==> config.mk <==
export PLATFORM = sky130hd
export DESIGN_NAME = descriptor_send_queue
export DESIGN_NICKNAME = d
export VERILOG_FILES = /design/src/rtl/descriptor_send_queue.sv
export SDC_FILE = /design/constraint.sdc
export NUM_CORES = 1
export LEC_CHECK = 0
export ABC_AREA = 1
export BUFFER_PORTS_ARGS = -buffer_cell sky130_fd_sc_hd__clkbuf_2
export CORE_MARGIN = 2
export CORE_UTILIZATION = 25
export DETAILED_ROUTE_END_ITERATION = 7
export GPL_TIMING_DRIVEN = 0
export PLACE_DENSITY = 0.41
export SLEW_MARGIN = 20
export SYNTH_ARGS = -nofsm -noshare
export SYNTH_HDL_FRONTEND = slang
export SYNTH_SLANG_ARGS = --single-unit
==> constraint.sdc <==
create_clock -name i_clk -period 4.8 [get_ports i_clk]
set_input_delay 0 -clock i_clk [delete_from_list [all_inputs] [get_ports i_clk]]
set_output_delay 0 -clock i_clk [all_outputs]
set_load 0.05 [all_outputs]
==> src/rtl/descriptor_send_queue.sv <==
// Descriptor sender: merges each descriptor with its allocated buffer ID, queues the
// result in a small circular buffer and hands it to the queue manager with an ack handshake.
module descriptor_send_queue #(
    parameter int DES_W       = 72,
    parameter int BUFID_W     = 9,
    parameter int DEPTH       = 4,
    parameter int ACK_TIMEOUT = 0,
    parameter int CNT_W       = 16
) (
    input  logic                       i_clk,
    input  logic                       i_rst_n,
    input  logic                       i_descriptor_valid,
    input  logic [DES_W-1:0]           iv_descriptor,
    input  logic                       i_pkt_bufid_wr,
    input  logic [BUFID_W-1:0]         iv_pkt_bufid,
    output logic                       o_pkt_bufid_ack,
    output logic                       o_pkt_bufid_wr,
    output logic [BUFID_W-1:0]         ov_pkt_bufid,
    output logic                       o_descriptor_wr,
    output logic [DES_W-1:0]           ov_descriptor,
    input  logic                       i_descriptor_ack,
    output logic [$clog2(DEPTH):0]     ov_queue_used,
    output logic [CNT_W-1:0]           ov_nobufid_drop_cnt,
    output logic [CNT_W-1:0]           ov_full_drop_cnt,
    output logic [CNT_W-1:0]           ov_timeout_cnt,
    output logic [1:0]                 ov_send_state
);
    localparam int PTR_W = $clog2(DEPTH);
    localparam int TMR_W = (ACK_TIMEOUT > 1) ? $clog2(ACK_TIMEOUT) : 1;
    localparam logic [TMR_W-1:0] TMR_LAST = TMR_W'((ACK_TIMEOUT > 0) ? ACK_TIMEOUT - 1 : 0);

    typedef enum logic [1:0] {
        IDLE_S         = 2'b00,
        WAIT_DES_ACK_S = 2'b10
    } send_state_t;

    send_state_t      state;
    logic [DES_W-1:0] mem [DEPTH];
    logic [PTR_W-1:0] wr_ptr;
    logic [PTR_W-1:0] rd_ptr;
    logic [PTR_W:0]   used;
    logic [TMR_W-1:0] timer;
    logic             empty;
    logic             full;
    logic             in_pair;
    logic             push;
    logic             pop;

    function automatic logic [CNT_W-1:0] sat_inc(input logic [CNT_W-1:0] c);
        return (&c) ? c : c + CNT_W'(1);
    endfunction

    assign empty   = (used == '0);
    assign full    = (used == (PTR_W+1)'(DEPTH));
    assign in_pair = i_descriptor_valid && i_pkt_bufid_wr;
    assign pop     = !empty && ((state == IDLE_S) ||
                                (state == WAIT_DES_ACK_S && i_descriptor_ack));
    // A full queue still accepts a pair when the head leaves on the same edge.
    assign push    = in_pair && (!full || pop);

    assign ov_queue_used = used;
    assign ov_send_state = state;

    always_ff @(posedge i_clk) begin
        if (push) begin
            mem[wr_ptr] <= {iv_descriptor[DES_W-1:BUFID_W], iv_pkt_bufid};
        end
    end

    always_ff @(posedge i_clk or negedge i_rst_n) begin
        if (!i_rst_n) begin
            wr_ptr              <= '0;
            rd_ptr              <= '0;
            used                <= '0;
            o_pkt_bufid_ack     <= 1'b0;
            o_pkt_bufid_wr      <= 1'b0;
            ov_pkt_bufid        <= '0;
            ov_nobufid_drop_cnt <= '0;
            ov_full_drop_cnt    <= '0;
        end else begin
            if (push) wr_ptr <= wr_ptr + PTR_W'(1);
            if (pop)  rd_ptr <= rd_ptr + PTR_W'(1);
            used            <= used + (PTR_W+1)'(push) - (PTR_W+1)'(pop);
            o_pkt_bufid_ack <= push;
            o_pkt_bufid_wr  <= push;
            ov_pkt_bufid    <= push ? iv_pkt_bufid : '0;
            if (i_descriptor_valid && !i_pkt_bufid_wr) begin
                ov_nobufid_drop_cnt <= sat_inc(ov_nobufid_drop_cnt);
            end
            // No bufid ack on a full drop, so upstream keeps ownership of the ID.
            if (in_pair && full && !pop) begin
                ov_full_drop_cnt <= sat_inc(ov_full_drop_cnt);
            end
        end
    end

    always_ff @(posedge i_clk or negedge i_rst_n) begin
        if (!i_rst_n) begin
            state           <= IDLE_S;
            o_descriptor_wr <= 1'b0;
            ov_descriptor   <= '0;
            timer           <= '0;
            ov_timeout_cnt  <= '0;
        end else begin
            case (state)
                IDLE_S: begin
                    if (!empty) begin
                        o_descriptor_wr <= 1'b1;
                        ov_descriptor   <= mem[rd_ptr];
                        timer           <= '0;
                        state           <= WAIT_DES_ACK_S;
                    end
                end
                WAIT_DES_ACK_S: begin
                    if (i_descriptor_ack) begin
                        if (!empty) begin
                            ov_descriptor <= mem[rd_ptr];
                            timer         <= '0;
                        end else begin
                            o_descriptor_wr <= 1'b0;
                            ov_descriptor   <= '0;
                            state           <= IDLE_S;
                        end
                    end else if (ACK_TIMEOUT > 0 && timer == TMR_LAST) begin
                        o_descriptor_wr <= 1'b0;
                        ov_descriptor   <= '0;
                        ov_timeout_cnt  <= sat_inc(ov_timeout_cnt);
                        state           <= IDLE_S;
                    end else begin
                        timer <= timer + TMR_W'(1);
                    end
                end
                default: begin
                    o_descriptor_wr <= 1'b0;
                    ov_descriptor   <= '0;
                    state           <= IDLE_S;
                end
            endcase
        end
    end
endmodule

# After elaboration in Yosys (flattened, before gate mapping)
# Memory sizes are Yosys's and may differ from the RTL's.
# Index checks and enable logic that the tools add are counted.
# W data, S select, Z words.
# totals
reg_bits,124
mem_bits_rw,288
input_bits,86
output_inout_bits,137
elab_cells,60
memories,1
# memory_table
memory,depth,word_bits,read_ports,rd_ports_with_merged_regs,write_ports,line_no,rtl
mem,4,72,1,0,1,38,logic [DES_W-1:0] mem [DEPTH];
# classes
addsub,6
n_eq_ne,5
n_mux,15
bitwise_logic,2
reduce_logical,21
# ops
operator,count
$mux W72,3
$pmux W72 S2,1
$add A16 B1 Y16 const B,2
$reduce_and A16 Y1,2
$mux W9,1
$logic_and A1 B1 Y1,7
$mux W2,3
$ne A2 B2 Y1 const B,3
$reduce_and A2 Y1,3
$mux W1,5
$add A2 B1 Y2 const B,2
$logic_not A1 Y1,4
$pmux W2 S2,1
$add A3 B1 Y3,1
$eq A3 B3 Y1 const B,1
$logic_not A3 Y1,1
$reduce_and A3 Y1,1
$sub A3 B1 Y3,1
$eq A2 B2 Y1 const B,1
$logic_not A2 Y1,1
$logic_or A1 B1 Y1,2
$not A1 Y1,2
$pmux W1 S2,1

# Logic depth before layout (Yosys ltp)
# logic_depth
depth_word,8
depth_mapped,12
mapped_depth_nobuf,11

# Worst setup path after synthesis
# No wires, ideal clock.
# synth_timing
path_type,register to register
start,reg used[1] (netlist: ov_queue_used[1])
end,mem mem[3][0] (enable)
arrival_time_ns,4.190
slack_ns,0.107
path_stages_with_launch,6
n_path_buf,1
synth_period_minus_slack_ns,4.693
path_cell_list,dfrtp_1 nor2_2 inv_2 o21ai_2 buf_2 nor2_1
# synth_between
elab_chain_cells,7
# synth_lines
item,line_no,rtl
start: declaration,41,logic [PTR_W:0] used;
start signal: assignment,83,used <= used + (PTR_W+1)'(push) - (PTR_W+1)'(pop);
$logic_not A3 Y1,53,assign empty = (used == '0);
$logic_not A1 Y1,--,
$logic_and A1 B1 Y1,56,assign pop = !empty && ((state == IDLE_S) ||
$logic_or A1 B1 Y1 (*),59,assign push = in_pair && (!full || pop);
$logic_and A1 B1 Y1 (*),59,
$mux W1 (*),65,if (push) begin
$mux W1 (implied by the code) (*),66,"mem[wr_ptr] <= {iv_descriptor[DES_W-1:BUFID_W], iv_pkt_bufid};"
end: declaration,38,
# Mark *: on every way between the ends. The rest lies on a longest branch, timed or not.

==> impl_summary.txt <==
----------------------------------------------------
[Status]
  Status ... complete, no violations

[Yosys]
  Cells after synthesis ... around 1400
  Multiplexer area fraction after synthesis ... 0%
  Synthesis-stage register bit count ... about 400
  Share of synthesized area occupied by flip-flops and latches ... between 70% and 80%
  Ys async rst share ... 29.8%
  Number of enable-type register cells in the synthesized netlist ... 288
  Synthesized area ... approximately 0.016 mm2
  Adder-cell share of the synthesized area ... 0.737%
  Compound-Gate Fraction of Synth Area ... 7.96%
  Avg Inst Size Synth ... 11.8 um2
  Post-synthesis share of cell area spent on xor and xnor gates ... 1.02%
  Post-synthesis simple-gate area fraction ... between 10 and 15%
  Number of warning messages in the yosys log ... 16
  Count of distinct cell types in the synthesized netlist ... 29
  Flip-flop cell with the highest count after synthesis ... edfxtp_1
  Main combinational cell family by area after synthesis ... simple AND/OR/NAND/NOR gates

[Setup path]
  Critical Path RT ... between 5 and 6 ns
  Critical path's slowest cell ... dfrtp_1
  Arrival time of the worst setup path ... 3.43 ns
  Critical-path maximum fanout ... 10
  List of cells traversed by the critical path ... nand3_2 > o21ai_2 > buf_2 > ha_1 > inv_1 > ha_1 > inv_1 > fa_1 > xnor2_1 > xor2_1
  Critical Path Sink Type ... register
  Kind of start point of the critical path ... register
  Critical Path Stages ... 10
  Startpoint-to-endpoint class of the critical path ... reg2reg
  Largest stage delay, worst path ... 0.53 ns
  Crit-path leading delay family ... adder cells
  Buf/Inv on CP ... 3
  R2r worst-path depth ... 10

[Finish]
  ANT cells ... 0
  Final Cell Area ... 0.0212 mm2
  Fillcell total ... 6634
  Area added between synthesis and finish ... 30.0%
  Commonest non-fill, non-tap cells in the layout ... nand2_1, edfxtp_1, clkbuf_2
  Net count of the finished layout ... 1831
  Commonest non-fill, non-tap cell in the layout ... nand2_1
  Layout cell share with drive strength beyond 1 ... between 20% and 30%

[Global routing]
  Overflow left after global routing ... 0
  Number of global-route vias before repair ... roughly 11000
  Largest net degree at the start of global routing ... a little under 80
  Global-route wire length before repair ... between 70 and 80 mm
  Antenna violations before repair ... 3
  GR Util All Layers ... 13.9%

[Power]
  Power per unit of standard cell area ... 614 mW/mm2
  Sum of internal, switching and leakage power ... about 13 mW
  Static leakage power ... roughly 8.5 nW
  Maximum vdd ir drop ... 298 uV

[STA]
  Clock skew ... 0.0130 ns
  RSZ-0062 raised after global routing ... false
  Final WS setup ... 1.86 ns
  Final critical-path share of the clock period ... between 60% and 70%
  Max-slew violation total from the final report ... 0
  Setup_tns ... 0 ns
  Upper clock frequency limit ... 340 MHz
  Min Clock Period, post-route ... 2.94 ns
  Slew HR ... between 50 and 60%
  Setup violators final ... 0
  Worst hold slack ... 0.0229 ns
  Slew at the pin with the worst max-slew slack ... 0.706 ns
  Total count of hold-check failures in the final report ... 0

[Clock tree]
  Post-CTS Repair Setup Buffers ... 0
  Hold buffer count at CTS ... 77
  Register clock-pin slew on the reported worst setup and hold paths ... around 0.06 ns
  Root Buffer Master ... clkbuf_16
  Worst-Skew Late Latency ... 0.56 ns
  Clock tree from TritonCTS ... done
  Post-cts gate resize count ... 0
  CTS Buffer Depth ... 3
  Maximum level of the CTS H-tree ... 2
  Num CTS Buffers ... 48
  # clock sinks ... 410

[Die]
  Starting density of the core ... between 20% and 30%
  Horizontal die dimension ... 259 um
  Die Y ... 259 um
  Placeable core region ... 0.0645 mm2
  Total die area ... 0.0673 mm2
  Std-Cell Rows ... 93
  # IOs ... 223

[Placement]
  Placed standard-cell area ... 0.0188 mm2
  Count of buffers inserted at the top-level ports ... between 150 and 200
  Worst-case setup slack after placement ... roughly 1.8 ns
  Routability cong. ... 0.741
  Detailed Place HPWL ... 30.5 mm

[Run]
  Number of max-cap violations ... 0

[Hold path]
  Worst hold-check path type ... in2async

[Route]
  Length of the first detailed-routing pass in iterations ... 4
  Number of design-rule violations left by the first detailed-router iteration ... 659
  Antenna Nets Post-Route ... 0
  Total vias in the final route ... 11205
  Drc violations ... 0
  WL per Instance ... 17.8 um
  Sum of routed wire length over all layers ... 46.7 mm
  Post-detailed-route via-to-cell ratio ... 4.26

----------------------------------------------------
## registers in the layout (all words and copies together) (netlist names)
name / cells
mem: 288
ov_descriptor: 72
ov_full_drop_cnt: 16
ov_nobufid_drop_cnt: 16
ov_pkt_bufid: 9
ov_queue_used: 3
rd_ptr: 2
wr_ptr: 2
o_descriptor_wr: 1
o_pkt_bufid_wr: 1
## cell usage after synthesis, types with 4 or more instances
cell,n,area [um2]
inv_1,46,173
edfxtp_1,288,8650
ha_1,8,100
nand2_1,314,1180
o22ai_1,72,450
o21ai_2,8,70.1
nand4_1,10,62.6
nand2_2,26,163
xnor2_1,8,70.1
clkbuf_1,31,116
nor2_1,190,713
o21ai_0,152,761
nor2_2,4,25.0
xor2_1,11,96.3
buf_2,25,125
dfrtp_1,122,3050
nand3_1,22,110
buf_4,26,195
## kinds of logic (layout without fill, tap and decap cells)
family	after synthesis	after routing
and+or+nand+nor	573	573
other	1	17
DFF	410	410
adders and majority gates	9	9
buffers and inverters	136	513
xor gates and xnor gates	19	19
AOI/OAI and AO/OA	233	233
## power breakdown
| group | switching (mW) | internal (mW) |
|---|---|---|
| clock | 1.45 | 2.17 |
| sequential | 0.308 | 4.44 |
| combinational | 3.48 | 1.17 |
## path summary, 6_finish.rpt
| path | slack [ns] | endpoint | start |
|---|---|---|---|
| setup reg to reg | 1.86 | ov_queue_used[2] | o_descriptor_wr |
| max in group asynchronous | 4.36 | ov_descriptor[7] | i_rst_n |
| min in group i_clk | 0.09 | ov_full_drop_cnt[12] | i_descriptor_valid |
| setup / recovery | 1.86 | ov_queue_used[2] | o_descriptor_wr |
| hold / removal | 0.02 | ov_descriptor[59] | i_rst_n |
| hold reg to reg | 0.47 | ov_descriptor[0] | ov_descriptor[0] |
## per-layer routing
layer / vias to the layer above / GRT usage (%) / part of all wire [%]
li1: 5429 / - / -
met1: 5495 / 18.4 / 46
met2: 217 / 23.4 / 48
met3: 58 / 2.81 / 4.5
met4: 6 / 3.16 / 1.6
met5: - / 0 / 0.069
## final cells by class
class	count	area (um2)	share of cell area, %
sequential	410	11700	55.2
multi-input combinational	851	4010	18.9
timing repair buffer	289	2150	10.2
clock buffer	61	1330	6.28
tap	855	1070	5.05
buffer	86	490	2.31
clock inverter	27	241	1.14
inverter	50	193	0.909
## stage by stage
stage / util, % / cells
5_1_grt: 32.9 / 2629
2_1_floorplan: - / 1397
3_3_place_gp: 28.6 / 2448
4_1_cts: 32.9 / 2629
3_5_place_dp: 29.2 / 2464
6_report: 32.9 / 2629
## worst reg2reg max path: stages (launching register included)
cell and delay [ns]:
dfrtp_1 0.53, nand3_2 0.19, o21ai_2 0.50, buf_2 0.42
ha_1 0.29, inv_1 0.05, ha_1 0.12, inv_1 0.04
fa_1 0.37, xnor2_1 0.18, xor2_1 0.16
Note: power is estimated with default switching activity, not from simulation.
